$ cat config.mk
export PLATFORM = sky130hd
export DESIGN_NAME = mux_share_arbiter
export DESIGN_NICKNAME = d
export VERILOG_FILES = /design/src/rtl/mux_share_arbiter_pkg.sv /design/src/rtl/mux_share_arbiter_mux2_bus.sv /design/src/rtl/mux_share_arbiter.sv
export SDC_FILE = /design/constraint.sdc
export NUM_CORES = 1
export LEC_CHECK = 0
export ABC_AREA = 1
export BUFFER_PORTS_ARGS = -buffer_cell sky130_fd_sc_hd__buf_2
export CAP_MARGIN = 30
export CORE_MARGIN = 3
export CORE_UTILIZATION = 30
export CTS_CLUSTER_DIAMETER = 30
export CTS_CLUSTER_SIZE = 16
export DETAILED_ROUTE_END_ITERATION = 7
export HOLD_SLACK_MARGIN = 0.02
export PLACE_DENSITY = 0.41
export SKIP_LAST_GASP = 1
export SLEW_MARGIN = 30
export SYNTH_ARGS = -nofsm -noshare
export SYNTH_HDL_FRONTEND = slang
export SYNTH_SLANG_ARGS = --single-unit
$ cat constraint.sdc
create_clock -name clk -period 2.2 [get_ports clk]
set_clock_uncertainty 0.1 [all_clocks]
set_input_delay 0.11 -clock clk [delete_from_list [all_inputs] [get_ports clk]]
set_output_delay 0.11 -clock clk [all_outputs]
set_load 0.02 [all_outputs]
$ cat src/rtl/mux_share_arbiter_pkg.sv
// mux_arb_pkg: FSM state encodings and a width helper for the shared-mux arbiter.
package mux_arb_pkg;
  typedef enum logic [1:0] {
    ST_IDLE = 2'd0,
    ST_OWN0 = 2'd1,
    ST_OWN1 = 2'd2
  } state_t;
  function automatic int clog2(input int v);
    int r;
    r = 0;
    for (int i = 0; i < 32; i++) r = ((1 << i) < v) ? i + 1 : r;
    return r;
  endfunction
endpackage

$ cat src/rtl/mux_share_arbiter_mux2_bus.sv
// mux2_bus: WIDTH-wide 2:1 select (sel=0 -> a, sel=1 -> b).
module mux2_bus #(
  parameter int WIDTH = 1
) (
  input  logic             sel,
  input  logic [WIDTH-1:0] a,
  input  logic [WIDTH-1:0] b,
  output logic [WIDTH-1:0] y
);
  assign y = sel ? b : a;
endmodule

$ cat src/rtl/mux_share_arbiter.sv
// mux_share_arbiter: round-robin owner of a shared 2:1 path with capped bursts and valid/ready output.
module mux_share_arbiter
  import mux_arb_pkg::*;
#(
  parameter int WIDTH     = 1,
  parameter int MAX_BURST = 4
) (
  input  logic             clk,
  input  logic             rst_n,
  input  logic             req0,
  input  logic             req1,
  input  logic [WIDTH-1:0] d0,
  input  logic [WIDTH-1:0] d1,
  input  logic             out_ready,
  output logic             gnt0,
  output logic             gnt1,
  output logic             sel,
  output logic             out_valid,
  output logic [WIDTH-1:0] out_data,
  output logic             busy
);
  localparam int CW = clog2(MAX_BURST + 1);
  state_t          r_state, w_next;
  logic            r_last, w_next_last;
  logic [CW-1:0]   r_cnt, w_next_cnt;
  logic            w_own1, w_req_own, w_req_oth, w_beat, w_cap;
  state_t          w_oth_st;
  logic [WIDTH-1:0] w_mux;
  assign gnt0      = r_state == ST_OWN0;
  assign gnt1      = r_state == ST_OWN1;
  assign sel       = gnt1;
  assign busy      = r_state != ST_IDLE;
  assign w_own1    = gnt1;
  assign w_req_own = w_own1 ? req1 : req0;
  assign w_req_oth = w_own1 ? req0 : req1;
  assign w_oth_st  = w_own1 ? ST_OWN0 : ST_OWN1;
  assign out_valid = busy & w_req_own;
  assign w_beat    = out_valid & out_ready;
  assign w_cap     = r_cnt == CW'(MAX_BURST - 1);
  mux2_bus #(.WIDTH(WIDTH)) u_mux (
    .sel(sel),
    .a  (d0),
    .b  (d1),
    .y  (w_mux)
  );
  assign out_data = out_valid ? w_mux : '0;
  // cnt only moves on accepted beats; any ownership change restarts it
  always_comb begin
    w_next      = r_state;
    w_next_last = r_last;
    w_next_cnt  = r_cnt;
    if (r_state == ST_IDLE)
      w_next = (req0 & req1) ? (r_last ? ST_OWN0 : ST_OWN1) : req0 ? ST_OWN0 : req1 ? ST_OWN1 : ST_IDLE;
    else if (!w_req_own) begin
      w_next      = w_req_oth ? w_oth_st : ST_IDLE;
      w_next_last = w_own1;
      w_next_cnt  = '0;
    end else if (w_beat) begin
      w_next_cnt = w_cap ? '0 : r_cnt + CW'(1);
      if (w_cap & w_req_oth) begin
        w_next      = w_oth_st;
        w_next_last = w_own1;
      end
    end
  end
  always_ff @(posedge clk) begin
    if (!rst_n) begin
      r_state <= ST_IDLE;
      r_last  <= 1'b1;
      r_cnt   <= '0;
    end else begin
      r_state <= w_next;
      r_last  <= w_next_last;
      r_cnt   <= w_next_cnt;
    end
  end
endmodule

==> impl_results.md <==
* CP Capture Type: flop
* RSZ-0062 raised after global routing: false
* Simple logic cell fraction of the synthesized area at 46.33%
* Sequential cell area at 700.7 um^2
* RD Place Congestion at 0.8092
* Post-synthesis mux area share at 0%
* Critical Path Source Type: flop
* Share of cells above drive strength 1 at 12.44%
* TNS Setup at 0 ns
* CTS tree: yes
* WP data arrival at approximately 2.1 ns
* CTS clk-pin slew, worst paths at 0.08 ns
* LEAKAGE at 0.9761 nW
* Nets at 417
* Setup violations, final at 0
* Post-Synth XOR/XNOR Area at 2.588%
* Reg2Reg Setup Slack at approximately 0.27 ns
* Worst Hold Class: in -> reg
* Period minus WS final at 1.926 ns
* Via/cell ratio at 4.743
* Layout fillers at 867
* Core area at between 0.007 and 0.008 mm^2
* Yosys reg bits at 35
* WL/cell at approximately 13 um
* Std cell rows at 31
* Max-cap viol count at 0
* Top Ports at 13
* N_diodes at 0
* Initial DRC count at ~140
* Cts bufs inserted at 5
* Maximum VDD drop at approximately 310 uV
* Initial core utilization at 31.80%
* Non-Filler Instances at 509
* Port Buffers at 12
* Post-Synth Adder-Cell Area at less than 1%
* DIE HEIGHT at 94.86 um
* Setup Buffers After CTS at 0
* GR Overflow Total at 0
* Net count after synthesis at approximately 410
* Sequential cell area fraction in the yosys report at 29.58%
* Vias at 2414
* Most common cell after layout, fill and taps aside: nand2_1
* # clock sinks at 35
* Main combinational cell family by area after synthesis: simple AND/OR/NAND/NOR gates
* Final slew viol count at 0
* Rel. slew slack at 75.54%
* Post-CTS Hold Buffers at 0
* GR Util All Layers at 16.00%
* CTS H-tree depth at 2
* Pwr Density at 744.2 mW/mm^2
* DP HPWL at 4936 um
* Initial DRT Pass Iterations at 4
* Post-CTS resize count at 0
* Hold violation count in the final report at 0
* Die area at 0.008997 mm^2
* Highest clock rate at 0.5193 GHz
* Status: finished, final reports clean
* P&R area growth vs syn at 11.36%
* Worst skew pair latency at 0.29 ns
* Placed Cells at 501
* Most frequent cells in the layout: 127 x nand2_1, 65 x nor2_1, 35 x dfxtp_1, 33 x inv_1, 32 x nand3_1
* Critical Path Fanout Max at 5
* Root Driver: clkbuf_8
* Ys Warns at 0
* Worst hold margin at 0.09049 ns
* Initial antenna violation count at 0
* Post-DRT Antenna Nets at 0
* Final cell utilization of the core at between 30% and 40%
* Multi-input gate area in the final layout at 0.001468 mm^2
* Cells after Synth at 397
* Avg Inst Size Synth at about 6 um^2
* Detailed-route DRC error count at 0
* Crit Path Category: reg -> reg
* Vias in the first global route at 2238
* First-pass GRT wire length at roughly 11000 um
* Final Cycle Share at 87.53%
* Mapped cell area at 0.002369 mm^2
* Largest net degree at the start of global routing at 32
* Die extent in x at 94.86 um
* Distinct cells, synth at 32
* Slew @ Worst Pin at 0.3641 ns
* Clock Path Buffers at 2
* Worst path required time at between 2 and 2.5 ns
* Synth Area in Compound Gates at ~12%
* Post-Route WL at slightly below 7000 um
==> cells in the mapped netlist, drive strengths merged <==
cell type  number  area [um^2]
a211oi          1        7.510
a21o            1        7.510
a21oi          28        170.2
a22oi           3        22.52
buf             7        53.80
clkbuf          6        22.52
dfxtp          35        700.7
ha              1        12.51
inv            34        127.6
nand2         130        495.5
nand3          32        160.2
nand3b          3        22.52
nand4           8        50.05
nor2           73        299.0
nor3            9        45.04
o21a            1        7.510
o21ai          12        63.81
o21bai          1        7.510
o22ai           1        6.260
or2             4        25.02
xnor2           4        35.03
xor2            3        26.28
==> final timing paths <==
path	from	endpoint	cells after the start
worst min-delay path	rst_n	r_last	2
worst min register to register	r_cnt[1]	r_cnt[1]	2
worst max-delay path	r_cnt[1]	r_cnt[14]	8
worst max register to register	r_cnt[1]	r_cnt[14]	8
==> per-stage QoR <==
step	setup WS, ns	area (um^2)	power (mW)
after floorplan	0.5985	2369	1.245
after global placement	0.2743	2537	1.468
after detailed placement	0.2799	2537	1.462
after CTS	0.2456	2638	1.995
after global routing	0.02072	2638	2.098
final	0.2743	2638	1.963
==> cell families (layout without fill, tap and decap cells) <==
kind of cell | Yosys count | in the layout
AOI/OAI and AO/OA | 48 | 48
xor gates and xnor gates | 7 | 7
adders and majority gates | 1 | 1
buffers and inverters | 47 | 60
DFF | 35 | 35
and+or+nand+nor | 259 | 259
==> flip-flops by register name, summed over array words and instances, names as in the netlist <==
signal   count
r_state      2
r_last       1
r_cnt       32
==> routing by layer <==
layer	track usage [%]	share of wire (%)	vias to the layer above	wire [um]
met5	0	0	-	0
met4	3.245	0.59	0	40
met3	2.629	3.4	4	229
met2	26.66	46	35	3075
met1	21.73	50	1077	3391
li1	-	-	1298	-
==> critical path: stages, from the launching register on <==
cell and delay [ns]:
dfxtp_1 0.36, ha_1 0.20, nand2_1 0.09, nor2_2 0.23, nand3_1 0.20, nor2_1 0.32
or2_2 0.17, nand3_1 0.06, a21oi_1 0.13
==> power by group <==
group          leakage (nW)  switching, mW  internal, mW  total [mW]
clock network        0.0515          0.245         0.286       0.532
registers             0.283         0.0303         0.664       0.694
logic                 0.642          0.516         0.220       0.737
total                 0.976          0.792          1.17        1.96
==> layout make-up <==
class                           count  area share [%]
Multi-Input combinational cell    315           55.65
Sequential cell                    35           26.57
Inverter                           34           4.839
Tap cell                           99           4.696
Timing Repair Buffer               18           4.459
Clock buffer                        8           3.795
(Power assumes the default switching activity.)
